**src/rtl/gate_tester_pkg.sv**
```systemverilog
// Shared constants for gate_tester: FSM state codes, function codes and the
// truth patterns recognised by the decoder.
package gate_tester_pkg;

  localparam logic [1:0] ST_IDLE = 2'd0;
  localparam logic [1:0] ST_WAIT = 2'd1;
  localparam logic [1:0] ST_DONE = 2'd2;

  localparam logic [2:0] FN_UNKNOWN = 3'd0;
  localparam logic [2:0] FN_AND     = 3'd1;
  localparam logic [2:0] FN_NAND    = 3'd2;
  localparam logic [2:0] FN_OR      = 3'd3;
  localparam logic [2:0] FN_NOR     = 3'd4;
  localparam logic [2:0] FN_XOR     = 3'd5;
  localparam logic [2:0] FN_XNOR    = 3'd6;
  localparam logic [2:0] FN_CONST   = 3'd7;

  // Bit {a,b} of each pattern is the gate output for that input pair.
  localparam logic [3:0] TT_AND  = 4'b1000;
  localparam logic [3:0] TT_NAND = 4'b0111;
  localparam logic [3:0] TT_OR   = 4'b1110;
  localparam logic [3:0] TT_NOR  = 4'b0001;
  localparam logic [3:0] TT_XOR  = 4'b0110;
  localparam logic [3:0] TT_XNOR = 4'b1001;

  function automatic logic [2:0] decode(input logic [3:0] t);
    logic [2:0] f;
    f = FN_UNKNOWN;
    case (t)
      TT_AND:           f = FN_AND;
      TT_NAND:          f = FN_NAND;
      TT_OR:            f = FN_OR;
      TT_NOR:           f = FN_NOR;
      TT_XOR:           f = FN_XOR;
      TT_XNOR:          f = FN_XNOR;
      4'b0000, 4'b1111: f = FN_CONST;
      default:          f = FN_UNKNOWN;
    endcase
    return f;
  endfunction

endpackage

```
**src/rtl/gate_tester_sync2.sv**
```systemverilog
// Generic two-flop synchronizer, synchronous active-low reset to 0.
module sync2 (
  input  logic clk,
  input  logic rst_n,
  input  logic d,
  output logic q
);

  logic meta_q, q_q;

  always_ff @(posedge clk) begin
    if (!rst_n) begin
      meta_q <= 1'b0;
      q_q    <= 1'b0;
    end else begin
      meta_q <= d;
      q_q    <= meta_q;
    end
  end

  assign q = q_q;

endmodule

```
**src/rtl/gate_tester.sv**
```systemverilog
// Steps an external 2-input gate through 00,01,10,11 and decodes its truth table.
// Optional macro GATE_TESTER_DOUBLE_SAMPLE_EN adds a second sample per combination.
module gate_tester
  import gate_tester_pkg::*;
#(
  parameter int SETTLE_CYCLES = 4
) (
  input  logic       clk,
  input  logic       rst_n,
  input  logic       start,
  output logic       a,
  output logic       b,
  input  logic       y,
  output logic       busy,
  output logic       done,
  output logic [3:0] truth,
  output logic [2:0] func,
  output logic       unstable
);

  localparam int CW = $clog2(SETTLE_CYCLES + 1);
  localparam logic [CW-1:0] CNT_INIT = CW'(SETTLE_CYCLES);

  logic          y_s;
  logic [1:0]    state_q, state_d;
  logic [CW-1:0] cnt_q, cnt_d;
  logic [1:0]    idx_q, idx_d;
  logic [1:0]    ab_q, ab_d;
  logic [3:0]    shadow_q, shadow_d;
  logic [3:0]    truth_q, truth_d;
  logic [2:0]    func_q, func_d;
`ifdef GATE_TESTER_DOUBLE_SAMPLE_EN
  logic          samp1_q, samp1_d;
  logic          flag_q, flag_d;
  logic          unst_q, unst_d;
`endif

  sync2 u_sync (.clk(clk), .rst_n(rst_n), .d(y), .q(y_s));

  always_comb begin
    state_d  = state_q;
    cnt_d    = cnt_q;
    idx_d    = idx_q;
    ab_d     = ab_q;
    shadow_d = shadow_q;
    truth_d  = truth_q;
    func_d   = func_q;
`ifdef GATE_TESTER_DOUBLE_SAMPLE_EN
    samp1_d  = samp1_q;
    flag_d   = flag_q;
    unst_d   = unst_q;
`endif
    case (state_q)
      ST_IDLE: if (start) begin
        state_d  = ST_WAIT;
        idx_d    = 2'd0;
        ab_d     = 2'b00;
        cnt_d    = CNT_INIT;
        shadow_d = 4'b0000;
`ifdef GATE_TESTER_DOUBLE_SAMPLE_EN
        flag_d   = 1'b0;
`endif
      end
      ST_WAIT: if (cnt_q != '0) begin
        cnt_d = cnt_q - CW'(1);
`ifdef GATE_TESTER_DOUBLE_SAMPLE_EN
        if (cnt_q == CW'(1)) samp1_d = y_s;
`endif
      end else begin
        shadow_d[idx_q] = y_s;
`ifdef GATE_TESTER_DOUBLE_SAMPLE_EN
        if (y_s != samp1_q) flag_d = 1'b1;
`endif
        // {a,b} advances on the same edge that samples the current pair
        if (idx_q == 2'd3) begin
          state_d = ST_DONE;
          ab_d    = 2'b00;
        end else begin
          idx_d = idx_q + 2'd1;
          ab_d  = idx_q + 2'd1;
          cnt_d = CNT_INIT;
        end
      end
      ST_DONE: begin
        state_d = ST_IDLE;
        truth_d = shadow_q;
        func_d  = decode(shadow_q);
`ifdef GATE_TESTER_DOUBLE_SAMPLE_EN
        unst_d  = flag_q;
        if (flag_q) func_d = FN_UNKNOWN;
`endif
      end
      default: state_d = ST_IDLE;
    endcase
  end

  always_ff @(posedge clk) begin
    if (!rst_n) begin
      state_q  <= ST_IDLE;
      cnt_q    <= '0;
      idx_q    <= 2'd0;
      ab_q     <= 2'b00;
      shadow_q <= 4'b0000;
      truth_q  <= 4'b0000;
      func_q   <= FN_UNKNOWN;
`ifdef GATE_TESTER_DOUBLE_SAMPLE_EN
      samp1_q  <= 1'b0;
      flag_q   <= 1'b0;
      unst_q   <= 1'b0;
`endif
    end else begin
      state_q  <= state_d;
      cnt_q    <= cnt_d;
      idx_q    <= idx_d;
      ab_q     <= ab_d;
      shadow_q <= shadow_d;
      truth_q  <= truth_d;
      func_q   <= func_d;
`ifdef GATE_TESTER_DOUBLE_SAMPLE_EN
      samp1_q  <= samp1_d;
      flag_q   <= flag_d;
      unst_q   <= unst_d;
`endif
    end
  end

  assign a     = ab_q[1];
  assign b     = ab_q[0];
  assign busy  = (state_q != ST_IDLE);
  assign done  = (state_q == ST_DONE);
  assign truth = truth_q;
  assign func  = func_q;
`ifdef GATE_TESTER_DOUBLE_SAMPLE_EN
  assign unstable = unst_q;
`else
  assign unstable = 1'b0;
`endif

endmodule

```
**config.mk**
```make
export PLATFORM = sky130hd
export DESIGN_NAME = gate_tester
export DESIGN_NICKNAME = d
export VERILOG_FILES = /design/src/rtl/gate_tester_pkg.sv /design/src/rtl/gate_tester_sync2.sv /design/src/rtl/gate_tester.sv
export SDC_FILE = /design/constraint.sdc
export NUM_CORES = 1
export LEC_CHECK = 0
export ABC_AREA = 1
export CAP_MARGIN = 10
export CORE_MARGIN = 2
export CORE_UTILIZATION = 57
export DETAILED_ROUTE_END_ITERATION = 10
export PLACE_DENSITY = 0.93
export SYNTH_ARGS = -nofsm -noshare
export SYNTH_HDL_FRONTEND = slang
export SYNTH_SLANG_ARGS = --single-unit
```
**constraint.sdc**
```tcl
create_clock -name clk -period 2.2 [get_ports clk]
set_input_delay 0.55 -clock clk [delete_from_list [all_inputs] [get_ports clk]]
set_output_delay 0.55 -clock clk [all_outputs]
set_load 0.005 [all_outputs]
```
# Word-level counts from Yosys, hierarchy flattened
# Memories as Yosys holds them, arrays and structs flattened. A register that Yosys moved wholly into a read port is not among the register bits.
# Index checks and enable logic that the tools add are counted.
classes:
  n_eq_ne: 8
  n_lt_le_gt_ge: 2
  muxes: 21
  n_addsub: 2
  reduce_logical: 10
ops:
  columns: ["op", "n"]
  rows:
  - ["$mux W2", 8]
  - ["$pmux W2 S2", 3]
  - ["$mux W3", 3]
  - ["$reduce_and A3 Y1", 3]
  - ["$mux W4", 2]
  - ["$ne A2 B2 Y1 const B", 4]
  - ["$pmux W4 S2", 1]
  - ["$pmux W3 S2", 1]
  - ["$bwmux W4", 1]
  - ["$eq A2 B2 Y1 const B", 2]
  - ["$reduce_and A4 Y1", 1]
  - ["$reduce_bool A2 Y1", 2]
  - ["$lt A2 B3 Y1 const B", 1]
  - ["$ne A3 B3 Y1 const B", 1]
  - ["$reduce_bool A3 Y1", 1]
  - ["$sub A3 B1 Y3 const B", 1]
  - ["$add A2 B1 Y2 const B", 1]
  - ["$demux W1 S2", 1]
  - ["$eq A2 B1 Y1 const B", 1]
  - ["$ge A2 B1 Y1 const B", 1]
  - ["$logic_not A2 Y1", 1]
  - ["$logic_and A1 B1 Y1", 1]
  - ["$logic_not A1 Y1", 1]
  - ["$mux W1", 1]
word_totals:
  inputBits: 4
  ff_bits: 19
  romBits: 48
  memories: 1
  wordCells: 52
memory_table:
  columns: ["memory", "depth", "width", "read_ports", "rd_ports_with_merged_regs", "wr", "line_no", "text"]
  rows:
  - ["(no name shown)", 16, 3, 1, 1, 0, "gate_tester_pkg.sv:29", "case (t)"]

# Longest topological paths before layout
# Gate-level depths: netlist (run 1).
depth:
  depth_word: 7
  ltp_mapped: 10

# Hierarchy
# A second synthesis (run 1) with hierarchy kept.
unflattened:
  hier_cells: 171
  area_unflattened_um2: 1127.3
by_module_without_submodules:
  columns: ["module", "area_per_inst_um2", "instances", "cells_each"]
  rows:
  - ["gate_tester", 1072.3, 1, 165]
  - ["sync2", 55.1, 1, 6]

# Worst setup path before layout (run 1)
# Ideal clock, no wire load.
synth_path:
  path_kind: "register to output"
  startpoint: "reg state_q[1]"
  endpoint: "out done"
  setup_slack_ns: 0.861
  arrival_ns: 0.789
  stages_incl_launch_ff: 4
  required_ns: 1.650
  n_path_buf: 1
  path_cell_list: "dfxtp_1 > inv_2 > nor2_4 > buf_8"
synth_via:
  elab_chain_cells: 1
synth_lines:
  columns: ["item", "line_no", "text"]
  rows:
  - ["from (decl)", "gate_tester.sv:25", "logic [1:0] state_q, state_d;"]
  - ["from (signal assigned)", "gate_tester.sv:112", "state_q <= state_d;"]
  - ["$eq A2 B2 Y1", "gate_tester.sv:130", "assign done = (state_q == ST_DONE);"]
  - ["to (decl)", "gate_tester.sv:15", "output logic done,"]
# Every way passes these cells.

# Final worst setup path (run 1)
# Same ends and word-level chain as after synthesis.

==> results.md, run 1 <==
* Max Fclk at roughly 480 MHz
* Hold_sp: u_sync.meta_q$_SDFF_PN0_
* Highest Signal Layer: met4
* CTS Buf Count at 3
* CTS H-tree lvls at 1
* Starting DRT DRC Count at 15
* Area contributors post-synth: dfxtp_1 38%, nand2_1 14%, inv_1 8.4%
* Pwr dens at about 770 mW/mm^2
* Grt ovf at 0
* Post-synth ARST share at 0%
* Status: finished, final reports clean
* Final setup TNS at 0 ns
* Most numerous cell in the Yosys netlist: nand2_1
* Detailed Route WL at 2160 um
* Filler cell count at roughly 170
* Hold depth at 2
* Net Sw Power at 0.000310 W
* DR WL/cell at 10.5 um
* Die height at 49.1 um
* Post-synthesis cell type count at 25
* GRT Total Usage at 20.0%
* Final min period at 2.09 ns
* Worst R2R Path Depth at 7
* PnR worst setup slack at about 0.11 ns
* CTS tree: yes
* Via density at 4.98
* RSZ-0062 raised after global routing: false
* Fin. Hold Viols at 0
* Multi-input gate area at 559 um^2
* Vias in the first global route at between 900 and 1k
* CP Max Fanout at 5
* Reg2reg end: idx_q[0]$_SDFFE_PN0P_
* Final setup fails at 0
* Count of input and output buffers at 14
* Share of layout cells above drive strength 1 at between 10% and 20%
* Clock root buffer: clkbuf_4
* Met3 wire length at 62 um
* Initial Utilization at 59.7%
* Core area at 0.00194 mm^2
* Hold Crit Class: reg2reg
* Width of the die at 49.1 um
* Final ANT Viol Nets at 0
* Crit Path Class: reg2out
* Reg2Reg Setup Slack at roughly 0.78 ns
* GPL Wtd Cong at around 0.86
* Vias at approximately 1.0k
* Seq pwr share at 44.8%
* Hold EP: u_sync.q$_SDFF_PN0_
* CTS max path bufs at 2
* Reg clk slew, reported paths at roughly 0.12 ns
* Sequential cell area fraction in the yosys report at 38.0%
* Internal cell power at 0.000724 W
* Die Area at 0.00241 mm^2
* CP Capture Type: primary output
* Cell taking the most area after synthesis: dfxtp_1
* Pins Over Slew Limit at 0
* Critical Path RT at 1.65 ns
* Initial antenna violation count at 0
* CTS Hold Buffers Added at 0
* Worst R2R Start: cnt_q[0]$_SDFFE_PN0P_
* Net Sw Frac at 30.0%
* Pin count of the biggest net entering global routing at 14
* Area Growth Syn to Fin at 16.5%
* Comb pwr share at 25.1%
* First drt pass iteration count at 4
* Synth warn at 0
* Setup Fix Bufs, Post-CTS at 0
* Net Count, Synth at 174
* Dpl hpwl at 1670 um
* Final design utilization at 69.5%
* Layout Skew at ~0.0044 ns
* Leakage power at 0.611 nW
* # DRC at 0
* Clk_lat worst skew at about 0.32 ns
* Seq. cell area at between 400 and 500 um^2
* Post-synthesis register bit count at 22
* Mapped Area at 0.00116 mm^2
* Max-cap viol count at 0
* Commonest cells post-synth: 43 x nand2_1, 26 x inv_1, 22 x dfxtp_1
* Pre-CTS WS at 0.461 ns
* Routed wl met2 at 1090 um
* Gate Count Post-Synth at 164
* Clk pwr share at 30.2%
* Io pins at 16
* Arrival time worst endpoint at 1.54 ns
* Final Cycle Share at between 90% and 100%
* Top cell type's share of synthesized area at a little under two fifths
* Synth Area per Inst at 7.06 um^2
* Crit start category: flop
* N_diodes at 0
* Most used flip-flop cell after synthesis: dfxtp_1
* First-pass GRT wire length at 3820 um
* Sink Count at 22
* Post_cts resized at 0
* Site row count at 16
* Post-synth EDFFs at 0
* Nets@finish at 190
* Met1 WL at roughly 970 um
* VDD IR max at just under 0.6 mV
-- stage by stage --
step	power [W]	hold slack (ns)	instances	cell area (um^2)
after floorplan	0.000666	0.390	164	1160
after global placement	0.000717	0.400	202	1300
after detailed placement	0.000731	0.416	202	1300
after CTS	0.00104	0.451	206	1350
after global routing	0.00109	0.461	206	1350
final	0.00103	0.442	206	1350
-- critical path, stage by stage, from the launching register on --
cell and delay, ns:
dfxtp_1 0.49, inv_2 0.13, nor2_4 0.11, clkdlybuf4s50_1 0.50
-- power by group through the flow --
stage	clock (W)	sequential, W	combinational (W)
3_5_place_dp	0	0.000472	0.000259
2_1_floorplan	0	0.000462	0.000204
6_report	0.000312	0.000462	0.000259
5_1_grt	0.000329	0.000469	0.000296
3_3_place_gp	0	0.000469	0.000248
4_1_cts	0.000318	0.000463	0.000261
-- state kept, by name (all words and copies together), names as in the netlist --
name and count:
shadow_q 4, ab_q 2, idx_q 2, truth 4, state_q 2, func 3, u_sync.q 1, cnt_q 3
u_sync.meta_q 1
-- cells in the final DEF, fill, tap and decap left out, drive strengths merged, types with 2 or more instances in the layout --
cell type and count:
clkbuf 3, dfxtp 22, buf 2, a21oi 12
nand2 48, a31oi 2, ha 6, nand3 10
o21ai 8, nand4 4, clkdlybuf4s50 14, inv 28
nor2 15
-- worst max path at each step --
stage                             from  slack (ns)  cells after the start    to
2_1_floorplan  state_q[1]$_SDFFE_PN0P_        0.86                      3  done
3_3_place_gp   state_q[1]$_SDFFE_PN0P_        0.50                      3  done
3_5_place_dp   state_q[1]$_SDFFE_PN0P_        0.46                      3  done
4_1_cts        state_q[1]$_SDFFE_PN0P_        0.09                      3  done
5_1_grt        state_q[1]$_SDFFE_PN0P_        0.03                      3  done
6_report       state_q[1]$_SDFFE_PN0P_        0.11                      3  done
-- kinds of logic after synthesis --
| logic type | count (synthesis) | share of synthesized area (%) |
|---|---|---|
| buffers and inverters | 34 | 13.7 |
| AND/OR/NAND/NOR | 78 | 30.3 |
| other | 1 | 0.324 |
| flip-flops | 22 | 38.0 |
| AO/OA/AOI/OAI | 23 | 11.1 |
| adder cells (fa/ha/maj) | 6 | 6.48 |
-- per-layer routing --
metal  vias to the layer above  track usage, %
met3                         5            3.68
met2                        14            35.8
met4                         0            6.67
met1                       467            23.7
li1                        539               -
met5                         -               0
-- final cells by class --
cell class / count / area share, %
multi-input combinational: 108 / 41.4
sequential: 22 / 32.6
timing repair buffer: 16 / 11.5
inverter: 29 / 8.06
tap: 27 / 2.50
clock inverter: 1 / 2.22
clock buffer: 3 / 1.67
(Power assumes the default switching activity.)
==> run 2, diff against run 1 <==
Settings changed: CORE_UTILIZATION 57 to 40, PLACE_DENSITY 0.93 to 0.71.
==> run 2 against run 1 <==
Net effect: die area grew 39%; worst setup slack gained 0.025 ns; cell count grew 1.9%; non-clock buffer count is the same; fmax grew 1.2%; clock power shrank 2%; core utilization shrank 20 points; via count shrank 0.29%; clock skew shrank 0.0024 ns; largest power group unchanged.
==> results.md, run 2 (same netlist as run 1, synthesis figures left out) <==
* Status: finished, final reports clean
* RSZ-0062 raised after global routing: false
* Arrival time worst endpoint at 1.52 ns
* Starting DRT DRC Count at 38
* Critical Path RT at approximately 1.7 ns
* Die height at ~58 um
* Pre-CTS WS at 0.471 ns
* Fin. Hold Viols at 0
* Pwr dens at 756 mW/mm^2
* Internal cell power at ~0.00072 W
* Most frequent cells in the layout: 43 x nand2_1, 26 x inv_1, 22 x dfxtp_1
* First drt pass iteration count at 4
* Die Area at 0.00334 mm^2
* Seq. cell area at approximately 440 um^2
* Hold Crit Class: reg2reg
* Max Fclk at 483 MHz
* Initial Utilization at 42.0%
* Post_cts resized at 0
* # DRC at 0
* Share of layout cells above drive strength 1 at between 10% and 20%
* Max-cap viol count at 0
* Via density at 4.87
* Clk_lat worst skew at 0.30 ns
* Cell family with most CP delay: buffers and inverters
* Dpl hpwl at 1670 um
* Final Cycle Share at 94.0%
* CTS H-tree lvls at 1
* Filler cell count at 265
* CTS tree: yes
* Leakage power at between 0.6 and 0.7 nW
* Non-Filler Instances at 210
* Final setup fails at 0
* Crit start category: flop
* GRT Total Usage at 14.5%
* Vias in the first global route at 937
* Setup Fix Bufs, Post-CTS at 0
* Pins Over Slew Limit at 0
* Core area at 0.00276 mm^2
* CP cell instances: inv_2 > nor2_4 > clkdlybuf4s50_1
* Sink Count at 22
* Worst Path Buf+Inv at 2
* Layout Skew at 0.00194 ns
* Io pins at 16
* Initial antenna violation count at 0
* Count of input and output buffers at 14
* Nets@finish at 190
* CTS Hold Buffers Added at 0
* Grt ovf at 0
* Crit Path Class: reg2out
* Most common cell after layout, fill and taps aside: nand2_1
* Width of the die at ~58 um
* Vias at 1,022
* CP Capture Type: primary output
* CTS max path bufs at 2
* Net Sw Frac at 29.4%
* Final ANT Viol Nets at 0
* First-pass GRT wire length at between 3000 and 4000 um
* GPL Wtd Cong at 0.785
* Area Growth Syn to Fin at 17.0%
* Slowest stage delay, CP at 0.50 ns
* DR WL/cell at 10.0 um
* PnR worst setup slack at 0.131 ns
* CTS Buf Count at 3
* Final Power at 0.00102 W
* Site row count at 19
* VDD IR max at around 0.60 mV
* Seq pwr share at between 40% and 50%
* Clock root buffer: clkbuf_4
* Net Sw Power at 0.000302 W
* Final min period at ~2.1 ns
* Final setup TNS at 0 ns
* Detailed Route WL at 2110 um
* Placed Instances at 206
* Final design utilization at 49.1%
* Clk pwr share at 29.8%
* Reg clk slew, reported paths at 0.12 ns
* N_diodes at 0
* CP Max Fanout at 5
* Multi-input gate area at 559 um^2
* Slowest-stage cell, CP: clkdlybuf4s50_1
* Pin count of the biggest net entering global routing at 14
* Comb pwr share at 25.0%
==> run 2: cell counts in the layout (fill, tap and decap cells not counted) <==
No cell type changed its count.
==> run 2: layout make-up <==
type | instances | share of cell area (%)
flip-flops and latches | 22 | 32.5
multi-input cells | 108 | 41.3
repair buffers | 16 | 11.4
well taps | 31 | 2.86
clock buffers | 3 | 1.66
inverters | 29 | 8.03
clock inverters | 1 | 2.22
==> run 2: worst min-delay path: cells and delay by family (launching register included) <==
| kind | cells | cell delay (ns) |
|---|---|---|
| buf+inv | 1 | 0.03 |
| flops | 1 | 0.33 |
| simple gates | 1 | 0.06 |
==> run 2: worst paths after layout <==
check / slack, ns / from / end / cells after the start
worst max-delay path: 0.13 / state_q[1]$_SDFFE_PN0P_ / done / 3
worst min-delay path: 0.44 / u_sync.meta_q$_SDFF_PN0_ / u_sync.q$_SDFF_PN0_ / 2
worst min register to register: 0.44 / u_sync.meta_q$_SDFF_PN0_ / u_sync.q$_SDFF_PN0_ / 2
worst max register to register: 0.77 / cnt_q[0]$_SDFFE_PN0P_ / idx_q[0]$_SDFFE_PN0P_ / 7
==> run 2: through the flow <==
stage	hold slack, ns	cell area, um^2
2_1_floorplan	0.390	1160
3_3_place_gp	0.403	1300
3_5_place_dp	0.430	1300
4_1_cts	0.447	1360
5_1_grt	0.473	1360
6_report	0.440	1360
==> run 2: power by group through the flow <==
stage / clock (W) / combinational, W / sequential (W)
2_1_floorplan: 0 / 0.000204 / 0.000462
3_3_place_gp: 0 / 0.000253 / 0.000470
3_5_place_dp: 0 / 0.000256 / 0.000473
4_1_cts: 0.000320 / 0.000258 / 0.000464
5_1_grt: 0.000331 / 0.000295 / 0.000469
6_report: 0.000306 / 0.000256 / 0.000463
==> run 2: per-layer routing <==
metal	global-route usage, %	part of all wire (%)	up-vias
li1	-	-	539
met1	18.9	45	458
met2	24.2	49	20
met3	2.01	4.0	5
met4	5.98	1.7	0
met5	0	0	-
==> run 3, diff against run 2 <==
Settings changed: CAP_MARGIN 10 to 20, GPL_TIMING_DRIVEN set to 0, SLEW_MARGIN set to 20.
==> run 3 against run 2 <==
Net effect: design area up 3.4%; critical path depth up 1; worst setup slack worse by 0.056 ns; global-route usage up 0.66 points; first-iteration DRC count down 34%; register-to-register slack about the same; sequential cell count unchanged; hold slack worse by 0.0015 ns; via count down 1.3%; wire length up 4.9%; largest cell class unchanged.
==> results.md, run 3 (same netlist as run 1, synthesis figures left out) <==
* Status: finished, final reports clean
* Hold_sp: u_sync.meta_q$_SDFF_PN0_
* Critical Path RT at 1.65 ns
* # DRC at 0
* CTS H-tree lvls at 1
* Crit start category: flop
* Slowest stage delay, CP at 0.51 ns
* Width of the die at 57.8 um
* Starting DRT DRC Count at 25
* Pwr dens at 752 mW/mm^2
* Core area at 0.00276 mm^2
* Arrival time worst endpoint at ~1.6 ns
* Die height at 57.8 um
* Most common cell after layout, fill and taps aside: nand2_1
* First drt pass iteration count at 4
* CTS max path bufs at 2
* CTS Hold Buffers Added at 0
* Site row count at 19
* Nets@finish at ~190
* Final setup fails at 0
* VDD IR max at around 0.54 mV
* GRT Total Usage at 15.2%
* Internal cell power at 0.000740 W
* Via density at around 4.7
* Seq pwr share at 43.1%
* Filler cell count at 274
* First-pass GRT wire length at 4050 um
* Detailed Route WL at 2210 um
* CP Max Fanout at 10
* Io pins at 16
* DR WL/cell at between 10 and 15 um
* Sink Count at 22
* CP Capture Type: primary output
* Dpl hpwl at about 1700 um
* Final setup TNS at 0 ns
* Slowest-stage cell, CP: clkdlybuf4s50_1
* Final min period at 2.12 ns
* Final Power at 0.00105 W
* Area Growth Syn to Fin at 20.9%
* Leakage power at 0.636 nW
* Pins Over Slew Limit at 0
* Comb pwr share at 27.3%
* Clk_lat worst skew at 0.31 ns
* Crit Path Class: reg2out
* Share of layout cells above drive strength 1 at 13.1%
* Pin count of the biggest net entering global routing at 14
* Max-cap viol count at 0
* Routed wl met2 at 1110 um
* N_diodes at 0
* Count of input and output buffers at 14
* Hold Crit Class: reg2reg
* Met3 wire length at 62 um
* Highest Signal Layer: met4
* Initial Utilization at 42.0%
* Layout Skew at around 0.0058 ns
* Max Fclk at roughly 470 MHz
* Die Area at 0.00334 mm^2
* Critical path startpoint: state_q[0]$_SDFFE_PN0P_
* Net Sw Power at 0.000313 W
* Most frequent cells in the layout: 43 x nand2_1, 26 x inv_1, 21 x dfxtp_1
* Grt ovf at 0
* Reg clk slew, reported paths at 0.13 ns
* Vias at between 1k and 1.5k
* Initial antenna violation count at 0
* Final Cycle Share at between 90% and 100%
* CTS Buf Count at 3
* Final ANT Viol Nets at 0
* Net Sw Frac at 29.7%
* Clk pwr share at 29.6%
* RSZ-0062 raised after global routing: false
* CTS tree: yes
* CP cell instances: buf_6 > nor2_4 > buf_8 > clkdlybuf4s50_1
* GPL Wtd Cong at 0.841
* Clock root buffer: clkbuf_4
* Fin. Hold Viols at 0
* Met1 WL at 1020 um
* Worst R2R Start: cnt_q[0]$_SDFFE_PN0P_
* Vias in the first global route at between 1k and 1.5k
==> run 3: changes by cell type in the layout (fill, tap and decap cells not counted) <==
cell,delta
dfxtp_4,+1
buf_8,+1
buf_6,+2
dfxtp_1,-1
buf_2,+1
==> run 3: per-stage QoR <==
| stage | utilization [%] | hold slack (ns) | worst slack [ns] | instance area (um^2) | instances |
|---|---|---|---|---|---|
| global placement | 48.5 | 0.400 | 0.282 | 1340 | 209 |
| detailed placement | 48.5 | 0.410 | 0.261 | 1340 | 209 |
| floorplan | - | 0.390 | 0.861 | 1160 | 164 |
| finish | 50.8 | 0.439 | 0.0752 | 1400 | 214 |
| CTS | 50.5 | 0.442 | 0.0131 | 1390 | 213 |
| global route | 50.8 | 0.464 | 0.00865 | 1400 | 214 |
==> run 3: timing repair <==
item | 4_1_cts | 5_1_grt
resized for setup | 1 | 1
setup endpoints to repair | 1 | 1
buffers inserted | 0 | 1
==> run 3: power by group through the flow <==
stage / registers (W) / logic (W) / clock network [W]
after global routing: 0.000459 / 0.000332 / 0.000339
after global placement: 0.000463 / 0.000279 / 0
after CTS: 0.000456 / 0.000286 / 0.000317
after detailed placement: 0.000465 / 0.000284 / 0
after floorplan: 0.000462 / 0.000204 / 0
final: 0.000454 / 0.000287 / 0.000312
==> run 3: area by class of cell <==
cell class / count / area (um^2) / share of cell area (%)
repair buffers: 15 / 148 / 10.5
inverters: 29 / 109 / 7.77
flip-flops and latches: 22 / 444 / 31.7
multi-input cells: 108 / 559 / 39.9
clock buffers: 3 / 22.5 / 1.61
plain buffers: 5 / 50.0 / 3.57
clock inverters: 1 / 30.0 / 2.14
well taps: 31 / 38.8 / 2.77
==> run 3: per-layer routing <==
metal | vias to the layer above | global-route usage (%)
li1 | 544 | -
met1 | 452 | 19.0
met2 | 11 | 26.1
met3 | 2 | 3.13
met4 | 0 | 4.65
met5 | - | 0
==> run 3: worst max-delay path, delay by kind of cell (launching register included) <==
kind,cells,cell delay (ns)
buf+inv,3,0.78
flops,1,0.33
simple gates,1,0.16
==> run 3: worst paths after layout <==
check	end	slack [ns]	cells after the start
worst min register to register	u_sync.q$_SDFF_PN0_	0.44	2
worst min-delay path	u_sync.q$_SDFF_PN0_	0.44	2
worst max register to register	idx_q[0]$_SDFFE_PN0P_	0.77	7
worst max-delay path	done	0.08	4
